===== config.mk =====
export PLATFORM = sky130hd
export DESIGN_NAME = program_loader
export DESIGN_NICKNAME = d
export VERILOG_FILES = /design/src/rtl/bip_pkg.sv /design/src/rtl/loader_timeout.sv /design/src/rtl/program_loader.sv
export SDC_FILE = /design/constraint.sdc
export NUM_CORES = 1
export LEC_CHECK = 0
export BUFFER_PORTS_ARGS = -buffer_cell sky130_fd_sc_hd__clkbuf_2
export CAP_MARGIN = 30
export CORE_UTILIZATION = 55
export CTS_BUF_LIST = sky130_fd_sc_hd__clkbuf_2 sky130_fd_sc_hd__clkbuf_4 sky130_fd_sc_hd__clkbuf_8
export CTS_CLUSTER_DIAMETER = 100
export DETAILED_ROUTE_END_ITERATION = 7
export PLACE_DENSITY = 0.75
export SYNTH_ARGS = -nofsm -noshare
export SYNTH_HDL_FRONTEND = slang
export SYNTH_HIERARCHICAL = 1
export SYNTH_SLANG_ARGS = --single-unit

===== constraint.sdc =====
create_clock -name i_clk -period 3.38 [get_ports i_clk]
set_input_delay 0.338 -clock i_clk [delete_from_list [all_inputs] [get_ports i_clk]]
set_output_delay 0.338 -clock i_clk [all_outputs]
set_load 0.01 [all_outputs]

===== src/rtl/bip_pkg.sv =====
// Shared definitions for the BIP program memory and its loader.
package bip_pkg;

  typedef enum logic [2:0] {
    IDLE,
    CNT_LO,
    DATA_HI,
    DATA_LO,
    DONE,
    ERROR
  } state_t;

  localparam int BYTES_PER_WORD = 2;

  // Number of bits needed to represent value (0 for value 0).
  function automatic int clogb2(input int value);
    int v;
    int res;
    v   = value;
    res = 0;
    while (v > 0) begin
      res = res + 1;
      v   = v >> 1;
    end
    return res;
  endfunction

endpackage


===== src/rtl/loader_timeout.sv =====
// Idle-cycle watchdog for the program loader: a one-cycle o_expired pulse once
// TIMEOUT_CYCLES enabled cycles pass without a clear.
module loader_timeout #(
  parameter int unsigned TIMEOUT_CYCLES = 1000000
) (
  input  logic i_clk,
  input  logic i_rst,
  input  logic i_clear,
  input  logic i_enable,
  output logic o_expired
);

  localparam int CW = (TIMEOUT_CYCLES > 1) ? $clog2(TIMEOUT_CYCLES) : 1;

  logic [CW-1:0] r_count;
  logic          r_expired;
  logic          w_hit;

  assign w_hit = i_enable && !i_clear && (r_count == CW'(TIMEOUT_CYCLES - 1));

  always_ff @(posedge i_clk or posedge i_rst) begin
    if (i_rst) begin
      r_count   <= '0;
      r_expired <= 1'b0;
    end else begin
      r_expired <= w_hit;
      if (!i_enable || i_clear || w_hit) begin
        r_count <= '0;
      end else begin
        r_count <= r_count + CW'(1);
      end
    end
  end

  assign o_expired = r_expired;

endmodule


===== src/rtl/program_loader.sv =====
// Write side of the BIP program memory: assembles a word-count-prefixed byte
// stream into 16-bit instructions and holds the CPU in reset until loading ends.
module program_loader
  import bip_pkg::*;
#(
  parameter int unsigned RAM_WIDTH      = 16,
  parameter int unsigned RAM_DEPTH      = 2048,
  parameter int unsigned TIMEOUT_CYCLES = 1000000,
  localparam int         AW             = (clogb2(int'(RAM_DEPTH) - 1) < 1) ? 1 :
                                           clogb2(int'(RAM_DEPTH) - 1)
) (
  input  logic                 i_clk,
  input  logic                 i_rst,
  input  logic [7:0]           i_rx_data,
  input  logic                 i_rx_valid,
  input  logic                 i_reload,
  output logic                 o_wr_en,
  output logic [AW-1:0]        o_wr_addr,
  output logic [RAM_WIDTH-1:0] o_wr_data,
  output logic                 o_busy,
  output logic                 o_done,
  output logic                 o_error,
  output logic                 o_cpu_rst
);

  localparam int CNT_W = BYTES_PER_WORD * 8;

  state_t               r_state;
  state_t               w_next_state;
  logic [CNT_W-1:0]     r_count;
  logic [7:0]           r_hi;
  logic [AW:0]          r_word_idx;
  logic                 r_wr_en;
  logic [AW-1:0]        r_wr_addr;
  logic [RAM_WIDTH-1:0] r_wr_data;
  logic                 r_busy;
  logic                 r_done;
  logic                 r_error;
  logic                 r_cpu_rst;

  logic                 w_write;
  logic                 w_last;
  logic                 w_loading;
  logic                 w_expired;
  logic [CNT_W-1:0]     w_n;
  logic                 w_reload_ok;

  assign w_n         = {r_count[CNT_W-1:8], i_rx_data};
  assign w_loading   = (r_state == CNT_LO) || (r_state == DATA_HI) || (r_state == DATA_LO);
  assign w_reload_ok = i_reload && ((r_state == DONE) || (r_state == ERROR));

  generate
    if (TIMEOUT_CYCLES == 0) begin : g_no_timeout
      assign w_expired = 1'b0;
    end else begin : g_timeout
      loader_timeout #(
        .TIMEOUT_CYCLES(TIMEOUT_CYCLES)
      ) u_timeout (
        .i_clk    (i_clk),
        .i_rst    (i_rst),
        .i_clear  (i_rx_valid),
        .i_enable (w_loading),
        .o_expired(w_expired)
      );
    end
  endgenerate

  always_ff @(posedge i_clk or posedge i_rst) begin
    if (i_rst) begin
      r_state <= IDLE;
    end else begin
      r_state <= w_next_state;
    end
  end

  // Timeout takes priority over a byte arriving in the same cycle.
  always_comb begin
    w_next_state = r_state;
    w_write      = 1'b0;
    w_last       = 1'b0;
    case (r_state)
      IDLE: begin
        if (i_rx_valid) w_next_state = CNT_LO;
      end
      CNT_LO: begin
        if (w_expired) begin
          w_next_state = ERROR;
        end else if (i_rx_valid) begin
          if (w_n == '0) begin
            w_next_state = DONE;
          end else if (32'(w_n) > RAM_DEPTH) begin
            w_next_state = ERROR;
          end else begin
            w_next_state = DATA_HI;
          end
        end
      end
      DATA_HI: begin
        if (w_expired) begin
          w_next_state = ERROR;
        end else if (i_rx_valid) begin
          w_next_state = DATA_LO;
        end
      end
      DATA_LO: begin
        if (w_expired) begin
          w_next_state = ERROR;
        end else if (i_rx_valid) begin
          w_write = 1'b1;
          if (32'(r_word_idx) + 32'd1 == 32'(r_count)) begin
            w_last       = 1'b1;
            w_next_state = DONE;
          end else begin
            w_next_state = DATA_HI;
          end
        end
      end
      DONE, ERROR: begin
        if (i_reload) w_next_state = IDLE;
      end
      default: w_next_state = IDLE;
    endcase
  end

  // Status flags follow the next state, except that DONE is withheld while the
  // final write strobe is still on the bus.
  always_ff @(posedge i_clk or posedge i_rst) begin
    if (i_rst) begin
      r_count    <= '0;
      r_hi       <= '0;
      r_word_idx <= '0;
      r_wr_en    <= 1'b0;
      r_wr_addr  <= '0;
      r_wr_data  <= '0;
      r_busy     <= 1'b0;
      r_done     <= 1'b0;
      r_error    <= 1'b0;
      r_cpu_rst  <= 1'b1;
    end else begin
      r_wr_en <= w_write;
      if ((r_state == IDLE) && i_rx_valid) begin
        r_count[CNT_W-1:8] <= i_rx_data;
      end
      if ((r_state == CNT_LO) && i_rx_valid && !w_expired) begin
        r_count[7:0] <= i_rx_data;
      end
      if ((r_state == DATA_HI) && i_rx_valid && !w_expired) begin
        r_hi <= i_rx_data;
      end
      if (w_write) begin
        r_wr_addr  <= r_word_idx[AW-1:0];
        r_wr_data  <= {r_hi, i_rx_data};
        r_word_idx <= r_word_idx + 1'b1;
      end
      if (w_reload_ok) begin
        r_wr_addr  <= '0;
        r_word_idx <= '0;
      end
      r_busy    <= (w_next_state == CNT_LO) || (w_next_state == DATA_HI) ||
                   (w_next_state == DATA_LO) || w_last;
      r_done    <= (w_next_state == DONE) && !w_last;
      r_error   <= (w_next_state == ERROR);
      r_cpu_rst <= !((w_next_state == DONE) && !w_last);
    end
  end

  assign o_wr_en   = r_wr_en;
  assign o_wr_addr = r_wr_addr;
  assign o_wr_data = r_wr_data;
  assign o_busy    = r_busy;
  assign o_done    = r_done;
  assign o_error   = r_error;
  assign o_cpu_rst = r_cpu_rst;

endmodule

### After elaboration in Yosys (flattened, before gate mapping)

Cells that the tools add are included.

* ROM bits: 0
* bits in registers: 92
* bits in writable memories: 0
* bits in latches: 0
* memories kept: 0

* $add $sub $neg: 3
* equal/unequal tests: 12
* multipliers: 0
* mux-type cells: 24
* $lt $le $gt $ge: 1
* bitwise logic cells: 0
* shift-type cells: 0
* reductions and logical operators: 26
* divide/modulo/power cells: 0

Operators by type and width (count)
* $mux W3: 11
* $mux W12: 2
* $mux W11: 2
* $add A20 B1 Y20 const B: 1
* $eq A20 B20 Y1 const B: 1
* $mux W20: 1
* $eq A13 B16 Y1: 1
* $gt A16 B12 Y1 const B: 1
* $logic_not A16 Y1: 1
* $pmux W3 S5: 1
* $add A12 B1 Y13 const B: 1
* $add A12 B1 Y12 const B: 1
* $eq A3 B2 Y1 const B: 4
* $eq A3 B3 Y1 const B: 4
* $logic_and A1 B1 Y1: 9
* $logic_or A1 B1 Y1: 8
* $mux W1: 7
* $eq A3 B1 Y1 const B: 2
* $logic_not A1 Y1: 5
* $logic_not A3 Y1: 1
* $reduce_bool A2 Y1: 1
* $reduce_or A2 Y1: 1

### Depth between registers and ports, before layout

* depth in word-level cells: 10
* depth in mapped cells: 9
* gate-level depth less buffers: 7

### By module

Netlist, hierarchy kept.

Modules (own cells, without submodules)
* program_loader: cells an instance 325, area an instance 3403.3 um2, sequential area each 1778.0 um2, instances 1
* loader_timeout: cells an instance 111, area an instance 1056.0 um2, sequential area each 525.5 um2, instances 1

### Least setup slack after synthesis

No wires, ideal clock.

* path kind: reg2reg
* start point: register r_word_idx[0]
* end point: register r_state[1]
* path slack: 0.974 ns
* path buffers: 0
* arrival: 2.287 ns
* cell stages (with the launch flop): 8
* data required time: 3.260 ns
* cells stage by stage: dfrtp_1 > ha_1 > nand3_2 > or3_1 > and3_1 > or3b_1 > or4b_1 > and3b_1

* word-level cells in the longest chain between the ends: 6

Ends and longest elaborated chain
* start, declared: line program_loader.sv:32 `logic [AW:0] r_word_idx;`
* start signal, assigned: line program_loader.sv:153 `r_word_idx <= r_word_idx + 1'b1;`
* $add A12 B1 Y13: line program_loader.sv:110 `if (32'(r_word_idx) + 32'd1 == 32'(r_count)) begin`
* $eq A13 B16 Y1: line program_loader.sv:110
* $mux W3: line program_loader.sv:110
* $mux W3: line program_loader.sv:108 `end else if (i_rx_valid) begin`
* $mux W3: line program_loader.sv:106 `if (w_expired) begin`
* $pmux W3 S5: line program_loader.sv:81 `case (r_state)`
* named net w_next_state[1]: line program_loader.sv:29 `state_t w_next_state;`
* end signal, assigned: line program_loader.sv:72 `r_state <= w_next_state;`
* end, declared: line program_loader.sv:28 `state_t r_state;`

The timed path passes the listed nets, and every way through them passes these cells.
A chain may end at the register's enable or synchronous reset.

### Worst setup path after layout

Ends and elaborated chain as after synthesis.

==> reports/results.txt <==
Full die area = 0.00847 mm²
DR vias/cell = 5.77
CTS clock-pin slew for the worst setup and hold paths = 0.10 ns
Starting DRT DRC Count = 134
Top Ports = 44
Total CTS buffers = 9
CTS root buf = clkbuf_8
Final RePlAce weighted congestion = 0.834
Crit. End Element = register
Detailed Routing Iterations Pass 1 = 4
Register bit total from synthesis = 92
Tightest Pin Transition = 0.852 ns
Hold_buf cts = 0
H-tree depth = 3
Buf+Inv Stages, Crit Path = 0
Worst slew margin = 43.1%
Sequential Area = 0.00230 mm²
Multi-input gate area = 0.00196 mm²
Primary FF master, synth = dfrtp_1
Setup TNS = 0 ns
Slew Viols, Final = 0
# port buffers = 43
First-pass GRT wire length = 15400 µm
Number of flops mapped to enable cells by yosys = 0
DIE WIDTH = 92.0 µm
GRT Total Usage = 23.2%
Row Count = 32
CP Cell Sequence = ha_1, nand3_2, or3_1, and3_1, or3b_1, or4b_1, and3b_1
Core area = 0.00777 mm²
Initial antenna violation count = 0
Yosys cell types = 60
Area after detailed placement = 0.00471 mm²
DP Wirelength = 6330 µm
Vias = 3347
Vias in the first global route = 3339
Hold Slack = 0.0943 ns
Net count after synthesis = 450
Post-CTS Setup Inserts = 0
Most common cell in the netlist = dfrtp_1
Place WS = 0.788 ns
Clock Sinks = 92
Drt total wl = 8960 µm
Tcrit/Tclk final = 78.9%
Avg WL per Cell = 15.5 µm
Cell area after layout = 0.00492 mm²
Final setup fails = 0
Worst Path Arrival = 2.92 ns
CP top delay family = simple AND/OR/NAND/NOR gates
Synth warnings = 6
Die Y = 92.0 µm
Outcome = finished clean
GR Overflow Total = 0
Resized Gates After CTS = 0
CTS tree = built
HP Class = input pin to async pin
Area Overhead vs Synth = 10.4%
Unrepaired setup endpoints after global routing = false
Fillers = 641
Critical Path Max Stage Delay = 0.51 ns
Post-synthesis cell count = 436
Leak = 2.23 nW
NumNets Final = 487
Final Hold Violating Endpoints = 0
Ant. Diodes = 0
Area leader, netlist = dfrtp_1
Layout cells sized above 1 = 21.5%
Critical path fanouts, max = 7
Async S/R FF share, synth = 100%
Clock Latency Late Sink = 0.37 ns
CTS Buffer Depth = 2
Worst VDD drop = 0.000406 V
Sequential fraction of the synthesis area = 51.7%
Initial Utilization = 57.4%
Most frequent cells after synthesis = 91 x dfrtp_1, 67 x nand2_1, 37 x nor2_1
Cell area after synthesis = 0.00446 mm²
Top cells by area, synth = dfrtp_1 51%, mux2_2 5.8%, nand2_1 5.6%
Worst Slack Setup Final = 0.712 ns
Pin count of the biggest net entering global routing = 38
Max Cap Viol = 0
Required @ worst endpoint = 3.64 ns
Crit path time final = 2.67 ns
Remaining DRCs = 0
Clock Skews = 0.0138 ns
Synth Area per Inst = 10.2 µm²
Critical path's slowest cell = or4b_1
Synth top area share = 51.1%
Pwr dens = 649 mW/mm²
Post-route ant nets = 0
Critical path class = register to register
Max frequency = 375 MHz
Startpoint Class = register
## per-stage QoR
stage	util (%)	cells	power, W
floorplan	-	436	0.00219
detailed placement	60.6	564	0.00244
global route	63.4	580	0.00339
CTS	63.4	580	0.00322
global placement	60.6	564	0.00240
finish	63.4	580	0.00320
## cell usage in the layout (no fill, tap or decap), types with 3 or more instances in the layout
cell type	count
mux2_2	23
nand3_1	10
nor2_1	37
buf_4	3
or4_1	5
nand4_1	11
nor3_1	6
clkbuf_8	11
o21ai_1	7
nand3_2	3
o21ai_0	17
o31ai_1	6
clkbuf_2	43
a22o_1	11
or3_1	8
dfrtp_1	91
a21oi_1	10
and3_1	4
a31oi_1	5
nor4_1	8
and2_1	3
xnor2_1	18
inv_1	13
xor2_1	9
nand2_1	67
## state kept, by name, indices dropped and copies added, names as in the netlist, 3 cells and up
register	count
o_wr_data	16
o_wr_addr	11
r_hi	8
g_timeout.u_timeout/r_count	20
r_state	3
r_count	16
r_word_idx	12
## cell families (layout without fill, tap and decap cells)
family,after synthesis,count (layout),synth area share (%)
compound gates,72,72,10.9
fa+ha+maj,2,2,0.561
flops,92,92,51.7
xor+xnor,28,28,5.67
mux,23,23,5.81
buf+inv,36,78,4.29
simple gates,183,183,21.1
## final timing paths
path,from,endpoint,slack (ns),cells after the start
min,i_rst,r_count[3]$_DFFE_PP0P_,0.09,2
min in group i_clk,i_rx_data[4],o_wr_data[4]$_DFFE_PP0P_,0.23,3
min reg2reg,r_hi[6]$_DFFE_PP0P_,o_wr_data[14]$_DFFE_PP0P_,0.48,2
max in group asynchronous,i_rst,o_wr_addr[5]$_DFFE_PP0P_,2.64,3
max,r_word_idx[0]$_DFFE_PP0P_,r_state[1]$_DFF_PP0_,0.71,7
max reg2reg,r_word_idx[0]$_DFFE_PP0P_,r_state[1]$_DFF_PP0_,0.71,7
## per-layer routing
layer,up-vias,part of all wire [%],track usage [%]
met4,0,2.3,9.51
met5,-,0,0
met2,83,47,36.8
met1,1631,46,30.4
met3,20,4.3,5.89
li1,1613,-,-
## where the power goes
group          switching [W]  internal, W  total [W]
sequential          0.000205      0.00134    0.00155
clock               0.000389     0.000396   0.000785
combinational       0.000465     0.000401   0.000867
## layout make-up
cell class,count,area share (%)
clock buffer,12,3.23
clock inverter,4,1.14
inverter,15,1.14
multi-input combinational,308,39.9
sequential,92,46.8
tap,102,2.59
timing repair buffer,47,5.23
Note: power is estimated with default switching activity, not from simulation.
